<file path="config.mk">
export PLATFORM = sky130hd
export DESIGN_NAME = instr_fetch_ctrl
export DESIGN_NICKNAME = d
export VERILOG_FILES = /design/src/rtl/instr_fetch_ctrl.sv
export SDC_FILE = /design/constraint.sdc
export NUM_CORES = 1
export LEC_CHECK = 0
export CORE_ASPECT_RATIO = 0.6
export CORE_UTILIZATION = 50
export DETAILED_ROUTE_END_ITERATION = 7
export PLACE_DENSITY = 0.77
export SLEW_MARGIN = 20
export SYNTH_ARGS = -nofsm -noshare
export SYNTH_HDL_FRONTEND = slang
export SYNTH_SLANG_ARGS = --single-unit
</file>
<file path="constraint.sdc">
create_clock -name clk -period 2.1 [get_ports clk]
set_input_delay 0.42 -clock clk [delete_from_list [all_inputs] [get_ports clk]]
set_output_delay 0.42 -clock clk [all_outputs]
set_load 0.01 [all_outputs]
</file>
<file path="src/rtl/instr_fetch_ctrl.sv">
// rtl/instr_fetch_ctrl.sv - instruction fetch sequencer with 2-entry prefetch buffer and PC
// Fetches over req/ack into a FIFO whose head feeds the control FSM; done pops, en rewinds.
module instr_fetch_ctrl #(
  parameter int              AW       = 8,
  parameter logic [AW-1:0]   RESET_PC = '0
) (
  input  logic          clk,
  input  logic          rst,
  input  logic          run,
  input  logic [AW-1:0] rewind_addr,
  input  logic          done,
  input  logic          en,
  output logic          mem_req,
  output logic [AW-1:0] mem_addr,
  input  logic          mem_ack,
  input  logic [15:0]   mem_data,
  output logic [15:0]   fncode,
  output logic          instr_valid,
  output logic [AW-1:0] pc
);

  typedef enum logic [1:0] {IDLE, FETCH, DRAIN} state_t;

  state_t        state_q;
  logic          mem_req_q;
  logic [AW-1:0] mem_addr_q;
  logic [AW-1:0] rewind_q;
  logic [AW-1:0] pc_q, pc_d;
  logic [15:0]   buf0_q, buf0_d;
  logic [15:0]   buf1_q, buf1_d;
  logic [1:0]    count_q, count_d;
  logic          push;
  logic          pop;

  // A rewind overrides both the incoming word and any pop in the same cycle.
  assign push = (state_q == FETCH) && mem_ack && !en;
  assign pop  = done && (count_q != 2'd0) && !en;

  always_comb begin
    buf0_d  = buf0_q;
    buf1_d  = buf1_q;
    count_d = count_q;
    pc_d    = pc_q;
    if (en) begin
      count_d = 2'd0;
      pc_d    = rewind_addr;
    end else begin
      if (pop) pc_d = pc_q + 1'b1;
      case ({push, pop})
        2'b10: begin
          if (count_q == 2'd0) buf0_d = mem_data;
          else                 buf1_d = mem_data;
          count_d = count_q + 2'd1;
        end
        2'b01: begin
          buf0_d  = buf1_q;
          count_d = count_q - 2'd1;
        end
        2'b11: begin
          if (count_q == 2'd1) begin
            buf0_d = mem_data;
          end else begin
            buf0_d = buf1_q;
            buf1_d = mem_data;
          end
        end
        default: ;
      endcase
    end
  end

  always_ff @(posedge clk or negedge rst) begin
    if (!rst) begin
      buf0_q  <= '0;
      buf1_q  <= '0;
      count_q <= 2'd0;
      pc_q    <= RESET_PC;
    end else begin
      buf0_q  <= buf0_d;
      buf1_q  <= buf1_d;
      count_q <= count_d;
      pc_q    <= pc_d;
    end
  end

  // DRAIN keeps the abandoned request alive with its old address until memory accepts it.
  always_ff @(posedge clk or negedge rst) begin
    if (!rst) begin
      state_q    <= IDLE;
      mem_req_q  <= 1'b0;
      mem_addr_q <= RESET_PC;
      rewind_q   <= RESET_PC;
    end else begin
      case (state_q)
        IDLE: begin
          if (en) begin
            mem_addr_q <= rewind_addr;
          end else if (run && (count_q < 2'd2)) begin
            mem_req_q <= 1'b1;
            state_q   <= FETCH;
          end
        end
        FETCH: begin
          if (mem_ack) begin
            mem_req_q  <= 1'b0;
            state_q    <= IDLE;
            mem_addr_q <= en ? rewind_addr : mem_addr_q + 1'b1;
          end else if (en) begin
            rewind_q <= rewind_addr;
            state_q  <= DRAIN;
          end
        end
        DRAIN: begin
          if (mem_ack) begin
            mem_req_q  <= 1'b0;
            state_q    <= IDLE;
            mem_addr_q <= en ? rewind_addr : rewind_q;
          end else if (en) begin
            rewind_q <= rewind_addr;
          end
        end
        default: begin
          mem_req_q <= 1'b0;
          state_q   <= IDLE;
        end
      endcase
    end
  end

  assign mem_req     = mem_req_q;
  assign mem_addr    = mem_addr_q;
  assign instr_valid = (count_q != 2'd0);
  assign fncode      = (count_q != 2'd0) ? buf0_q : 16'h0000;
  assign pc          = pc_q;

endmodule
</file>
### Word level (Yosys, flattened, before mapping)

Index checks and enable logic that the tools add are counted.

| cells by class | value |
|---|---|
| add/sub/neg operators | 4 |
| muxes and demuxes | 27 |
| reduce and logical (&&, ||, !) cells | 21 |
| bitwise operators | 2 |
| eq/ne operators | 16 |
| order comparisons | 1 |

Operator list:

| cell | number |
|---|---|
| $mux 16 | 5 |
| $mux 8 | 7 |
| $pmux 16 s3 | 1 |
| $pmux 16 s2 | 1 |
| $pmux 8 s3 | 1 |
| $add 8x1->8 const B | 2 |
| $ne 2x2->1 const B | 8 |
| $mux 2 | 6 |
| $reduce_and 4->1 | 3 |
| $reduce_bool 3->1 | 3 |
| $eq 2x1->1 const B | 3 |
| $eq 2x2->1 const B | 3 |
| $pmux 2 s3 | 1 |
| $reduce_and 3->1 | 2 |
| $reduce_bool 2->1 | 3 |
| $logic_and 1x1->1 | 5 |
| $logic_not 2->1 | 2 |
| $pmux 2 s2 | 1 |
| $mux 1 | 3 |
| $ne 3x3->1 const B | 1 |
| $add 2x1->2 const B | 1 |
| $lt 2x2->1 const B | 1 |
| $ne 2x1->1 const B | 1 |
| $not 1->1 | 2 |
| 5 further kinds | 5 |

| storage, ports and cells | value |
|---|---|
| input port bits | 30 |
| word-level logic and storage cells | 79 |
| bits in registers | 61 |

### Logic depth before layout (Yosys ltp)

| depth | value |
|---|---|
| word-level depth | 6 |
| mapped depth | 8 |
| gate-level depth less buffers | 6 |

### Worst setup path before layout

Ideal clock, no wire load.

| path | value |
|---|---|
| path type | register to register |
| start | reg state_q[1] |
| end | reg buf1_q[10] |
| period minus slack after synthesis | 1856 ps |
| data required time | 1975 ps |
| path slack | 244 ps |
| library setup time | 125 ps |
| cell stages (with the launch flop) | 8 |
| data arrival time | 1731 ps |
| cell sequence | dfrtp_1 > inv_1 > ha_1 > nand2_2 > a2111o_1 > buf_6 > buf_6 > mux2_4 |

| on the way | value |
|---|---|
| longest elaborated chain between the ends | 6 |
| elaborated cells on any way between the ends | 10 |
| those cells by class | eq/ne (5); mux (1); reduce/logical (4) |

RTL lines:

| item | line | RTL |
|---|---|---|
| start, declared | 24 | `state_t state_q;` |
| start signal, assigned | 89 | `state_q <= IDLE;` |
| start signal, assigned | 100 | `state_q <= FETCH;` |
| start signal, assigned | 106 | `state_q <= IDLE;` |
| $eq 2x1->1 * | 36 | `assign push = (state_q == FETCH) && mem_ack && !en;` |
| $logic_and 1x1->1 * (2 in a row) | 36 |  |
| $eq 2x2->1 | 49 | `case ({push, pop})` |
| $ne 2x2->1 (no source line) / $reduce_bool 2->1 (equally long branches) | - |  |
| $reduce_and 4->1 (no source line) | - |  |
| end signal, assigned | 80 | `buf1_q <= buf1_d;` |
| end, declared | 30 | `logic [15:0] buf1_q, buf1_d;` |

Mark *: on every way between the ends. The rest lies on a longest branch, timed or not.
A chain may end at the register's enable or synchronous reset.

### Worst setup path in the final report

| path | value |
|---|---|
| start | reg count_q[0] |
| end | out fncode[4] |

| on the way | value |
|---|---|
| longest elaborated chain between the ends | 2 |

RTL lines:

| item | line | RTL |
|---|---|---|
| start, declared | 31 | `logic [1:0] count_q, count_d;` |
| start signal, assigned | 81 | `count_q <= count_d;` |
| $reduce_bool 2->1 | 133 | `assign fncode = (count_q != 2'd0) ? buf0_q : 16'h0000;` |
| $mux 16 | 133 |  |
| end, declared | 17 | `output logic [15:0] fncode,` |

No other way between the ends.

==> results by group <==
Global route
  – Total GRT Usage: 25.4%
  – Initial antenna violation count: 0
  – First-pass GRT wire length: 13400 um
  – Vias in the first global route: between 2000 and 3000
  – Congestion Overflow GR: 0
  – Largest net degree at the start of global routing: 44

Placed design
  – DP HPWL: roughly 5900 um
  – Placed Cells: 477
  – Gpl congestion: 0.933
  – Input/output buffers: 63

STA
  – Worst Skew: ~6.7 ps
  – Unrepaired setup endpoints after global routing: false
  – Minimum clock period: a little over 2000 ps
  – F_max: just under 500 MHz
  – Final Max Slew Viols: 0
  – Final setup fails: 0
  – Final Hold Vio Count: 0
  – Worst-margin pin slew: ~450 ps
  – Tcrit/Tclk final: between 90% and 100%
  – Slew Limit Headroom: between 60% and 70%
  – TNS Setup: 0 ps

Floorplanning
  – Top-Level Pins: 64
  – Die W: 108 um
  – Core Box Area: 0.00628 mm2
  – Initial core utilization: between 50% and 60%
  – Die Ht: about 65 um
  – Die area: roughly 0.0070 mm2
  – Num rows: 22

Clock tree
  – Post-CTS setup buffer count: 0
  – Clock root buffer master: clkbuf_8
  – Num CTS Buffers: 9
  – TritonCTS clock tree: yes
  – Sink Count: between 60 and 70
  – Hold buffer count at cts: 0
  – CTS H-tree depth: 3
  – Clk Latency, worst-skew pair: roughly 330 ps
  – Clock transition at the registers of the reported paths: roughly 70 ps
  – Max Buffers Root-to-Sink: 2

Route
  – Vias: approximately 2700
  – Antenna Violating Nets Remaining: 0
  – Avg WL per Cell: ~16 um
  – DRT iter0 DRCs: about 190
  – First-pass detailed-route iteration total: 4
  – Residual DRC count: 0
  – Final wirelength: 8000 um
  – Via density per instance: ~5.5

Synthesis
  – Synth top area share: approximately 46%
  – Mapped Nets: roughly 360
  – Post-synth cell types: between 40 and 50
  – Asr flop ratio synth: 100%
  – Cell count after synthesis: ~320
  – Post-synth EDFFs: 0
  – Post-Synth Adder-Cell Area: 3.37%
  – Post-Synth XOR/XNOR Area: 2.88%
  – Post-synthesis mux area share: 16.3%
  – Yosys warns: 0
  – Yosys reg bits: between 60 and 70
  – Top post-synthesis cells by area: dfrtp_1, mux2_2, mux2i_1
  – Post-synth top area cell: dfrtp_1
  – Seq/Total Area, Yosys: 45.7%
  – Simple-Gate Fraction of Synth Area: between 10% and 20%
  – Syn Area/Cell: ~10 um2
  – Mapped Area: approximately 0.0033 mm2
  – Top FF cell, synth: dfrtp_1
  – Largest family of logic cells by synthesized area: multiplexers
  – Synth Area in Compound Gates: 13.0%

Worst setup path
  – Cell depth of the worst flop-to-flop path: 6
  – Critical path endpoint: fncode[4]
  – Critical path type: reg2out
  – FF-to-FF setup slack: between 150 and 200 ps
  – Req. time, crit path: between 1500 and 2000 ps
  – Worst setup startpoint: count_q[0]$_DFFE_PN0P_
  – Setup crit end kind: primary output
  – Data arrival, critical path: 1610 ps
  – Reg-to-Reg End: buf1_q[11]$_DFFE_PN0P_
  – FF-to-FF Start: state_q[1]$_DFFE_PN0P_
  – Critical Path Start Type: flop
  – Crit-path max FO: 16

Pwr
  – Total power divided by cell area: between 1000 and 1500 mW/mm2
  – Sequential power share: around 33%
  – Clock share of power: about 14%
  – P_leak: approximately 0.0021 uW
  – Comb power frac: between 50% and 60%
  – Peak VDD IR: 581 uV
  – Power Internal: between 3000 and 4000 uW
  – P_sw: roughly 2300 uW
  – Sw Share: 37.3%

Cells and area
  – Final Non-Filler Cells: around 500
  – Final nets: roughly 440
  – Area Growth Syn to Fin: 31.7%
  – Fraction of layout cells with a size suffix above 1: about a fifth
  – Most frequent cells in the layout: dfrtp_1, clkdlybuf4s50_1, nor2_1, buf_4, a21oi_1
  – Diodes inserted: 0
  – Most common cell after layout, fill and taps aside: dfrtp_1

Flow run
  – MaxCap Viol Count: 0

Hold path
  – Worst hold path class: in2async

Status
  – Status: finished, final reports clean
==> routing by layer <==
metal  GRT usage, %  routed length, um  up-vias  share of wire, %
met5              0                  0        -                 0
met4           6.68                 42        0              0.53
met3           6.85                701        5               8.8
met2           36.5               3460       89                43
met1           37.6               3790     1306                47
li1               -                  -     1296                 -
==> synthesized netlist by cell type, drive strengths merged (2+ instances only) <==
master   n
dfrtp   61
mux2    29
nor2    26
a21oi   21
nor2b   19
mux2i   18
nand2   17
inv     15
o21ai   14
buf     12
ha       9
nand3    8
xor2     7
clkbuf   6
nand2b   6
nor3     6
a211oi   5
o211ai   5
a221oi   4
xnor2    4
a21boi   3
nand4    3
and3     2
o22a     2
or4      2
==> critical path, stage by stage (launching register included) <==
cell and delay [ps]:
dfrtp_1 360, inv_1 70, ha_1 240, buf_12 160
nor2b_1 140, dlygate4sd2_1 290
==> registers in the layout (all words and copies together), names as in the netlist <==
register  count
count_q       2
mem_req       1
rewind_q      8
pc            8
state_q       2
buf1_q       16
mem_addr      8
buf0_q       16
==> how the worst min path moves through the flow <==
stage | end | slack [ps] | depth (start not counted) | start
after detailed placement | rewind_q[1]$_DFFE_PN0P_ | 390 | 1 | rst
after CTS | rewind_q[1]$_DFFE_PN0P_ | 30 | 1 | rst
after global routing | rewind_q[1]$_DFFE_PN0P_ | 40 | 1 | rst
after floorplan | buf0_q[0]$_DFFE_PN0P_ | 120 | 0 | rst
final | rewind_q[1]$_DFFE_PN0P_ | 30 | 1 | rst
after global placement | rewind_q[1]$_DFFE_PN0P_ | 390 | 1 | rst
==> power by group through the flow <==
stage	sequential, uW	clock [uW]	combinational, uW
floorplan	2010	0	1920
global placement	2040	0	3230
detailed placement	2060	0	3320
CTS	2050	893	3200
global route	2120	945	3510
finish	2050	875	3220
==> layout make-up <==
class,count,area (um2)
clock inverter,2,10.0
inverter,15,56.3
tap,84,105
clock buffer,13,149
multi-input combinational,225,1670
fill,474,1870
timing repair buffer,92,886
sequential,61,1530
==> logic make-up (layout without fill, tap and decap cells) <==
family                     after synthesis  in the layout
AOI/OAI and AO/OA                       65             65
muxes                                   47             47
DFF                                     61             61
and+or+nand+nor                         93             93
xor gates and xnor gates                11             11
buffers and inverters                   33            122
adders and majority gates                9              9
==> per-stage QoR <==
step	util, %	hold slack, ps	instance area (um2)	total power [uW]	setup slack [ps]
after global placement	67.8	390	4260	5270	-101
final	70.1	26.1	4400	6140	71.9
after CTS	70.0	30.0	4390	6140	47.8
after global routing	70.1	38.6	4400	6580	3.41
after detailed placement	67.8	392	4260	5380	-183
after floorplan	-	124	3340	3930	244
==> timing repair <==
action / 4_1_cts / 5_1_grt
gates resized for setup: 17 / 3
endpoints found under the setup margin: 17 / 12
cloned: 0 / 0
Note: power is estimated with default switching activity, not from simulation.
==> RTL change (same flow settings) <==
Take the reset off `buf0_q` and `buf1_q` and load them in a clocked block of their own.
--- a/src/rtl/instr_fetch_ctrl.sv
+++ b/src/rtl/instr_fetch_ctrl.sv
@@ -71,16 +71,17 @@
 
   always_ff @(posedge clk or negedge rst) begin
     if (!rst) begin
-      buf0_q  <= '0;
-      buf1_q  <= '0;
       count_q <= 2'd0;
       pc_q    <= RESET_PC;
     end else begin
-      buf0_q  <= buf0_d;
-      buf1_q  <= buf1_d;
       count_q <= count_d;
       pc_q    <= pc_d;
     end
+  end
+
+  always_ff @(posedge clk) begin
+    buf0_q <= buf0_d;
+    buf1_q <= buf1_d;
   end
 
   // DRAIN keeps the abandoned request alive with its old address until memory accepts it.
Check against the original RTL: same outputs for any inputs over 4 cycles, from zero or initial values and one cycle with rst low; that may be too few to reach the edited logic, so the function may still have changed.
==> RTL change against the unedited design <==
  * Clock skew grew 2.6 ps
  * Synthesized area shrank 3.3%
  * Routed wire length shrank 13%
  * Fmax grew 0.61%
  * Design area shrank 1.9%
  * Sequential power shrank 9%
  * Count of clock-buffer cells in the layout shrank 4
  * Sequential cell count is the same
  * First-iteration DRC count shrank 28%
  * Power shrank 12%
  * Non-clock buffer count shrank 4
  * Worst setup slack gained 12 ps
  * Critical endpoint is now fncode[7]
  * Largest cell class is now flip-flops and latches
  * Largest power group unchanged
  * Highest routed layer unchanged
==> RTL change: results (changes against the unedited design) <==
Worst setup startpoint=count_q[0]; Initial DRC Count=136 (-28%); pre-CTS setup slack=-7.88 ps (+176 ps); number of synthesized flops with an enable pin=32 (+32); Final min period=2020 ps (-12.4 ps); worst relative slew slack=74.0% (+4.0 points); source of the worst register-to-register timing path=state_q[0]; Post-synth ARST share=47.5% (-52 points); gpl congestion=0.860 (-7.8%); Area contributors post-synth=edfxtp_1 (30%), dfrtp_1 (22%), mux2_2 (5.9%); post-synthesis average cell area=11.9 µm² (+13%); CP max stage cell=dfrtp_1; Num CTS Buffers=9 (unchanged); pin count of the biggest net entering global routing=30 (-32%); Setup Skew=9.37 ps (+2.65 ps); Peak VDD IR=0.650 mV (+12%); WL/cell=15.5 µm (-4.4%); synth unique cells=55 (+22%); Clock Latency Late Sink=350 ps (+20 ps); Syn Nets=311 (-13%); Post-DP Area=4130 µm² (-3.0%); Max stage delay on crit path=360 ps (about the same); Tot GR Track Use=22.6% (-2.7 points); R2R setup slack=140 ps (-20 ps); Diodes inserted=0 (unchanged); Via-to-Cell Ratio=5.39 (-1.7%); reg2reg path depth=7 (+1); Area Growth Syn to Fin=33.6%; number of global-route vias before repair=2242 (-16%); sequential cell area fraction in the yosys report=52.2% (+6.5 points); first-pass GRT wire length=11400 µm (-15%); top_reg_cell synth=edfxtp_1; LEAKAGE=0.00175 µW (-15%); DR vias=2408 (-11%); Critical Path Fanout Max=12 (-4); status=finished clean; synth cell count leaders=edfxtp_1 (32), dfrtp_1 (29), nor2b_1 (20); Port Buffers=63 (unchanged); Worst Hold Class=input port to async pin; DP HPWL=5330 µm (-9.6%); Inst Count DP=430 (-9.9%); setup bufs post-CTS=1 (+1); reg2reg end=rewind_q[7]; Final #Nets=397 (-10%); worst setup path end=fncode[7]; layout cells sized above 1=23.4% (+4.1 points); WHS=462 ps (+436 ps)
[RTL change: metal layers]
metal | routed length, µm | track usage [%] | up-vias
met2 | 2900 | 31.4 | 86
met5 | 0 | 0 | -
met1 | 3430 | 32.8 | 1152
met4 | 93 | 7.81 | 0
met3 | 517 | 7.65 | 8
li1 | - | - | 1162
[RTL change: logic make-up (layout without fill, tap and decap cells)]
group	after synthesis	count (layout)	share of synthesized area (%)
DFF	61	61	52.2
and+or+nand+nor	77	77	13.5
adders and majority gates	9	9	3.49
muxes	30	30	11.7
AOI/OAI and AO/OA	56	56	12.0
buffers and inverters	27	118	3.87
xor gates and xnor gates	12	12	3.25
[RTL change: area by class of cell]
cell class	count	area, µm²
Sequential cell	61	1690
Tap cell	84	105
Clock inverter	7	75.1
Inverter	14	52.6
Timing Repair Buffer	88	820
Clock buffer	9	124
Multi-Input combinational cell	184	1450
Fill cell	460	1850
[RTL change: report_power, final]
group	total [µW]	internal [µW]	switching [µW]
clock	1040	550	489
sequential	1860	1600	255
combinational	2530	1280	1250
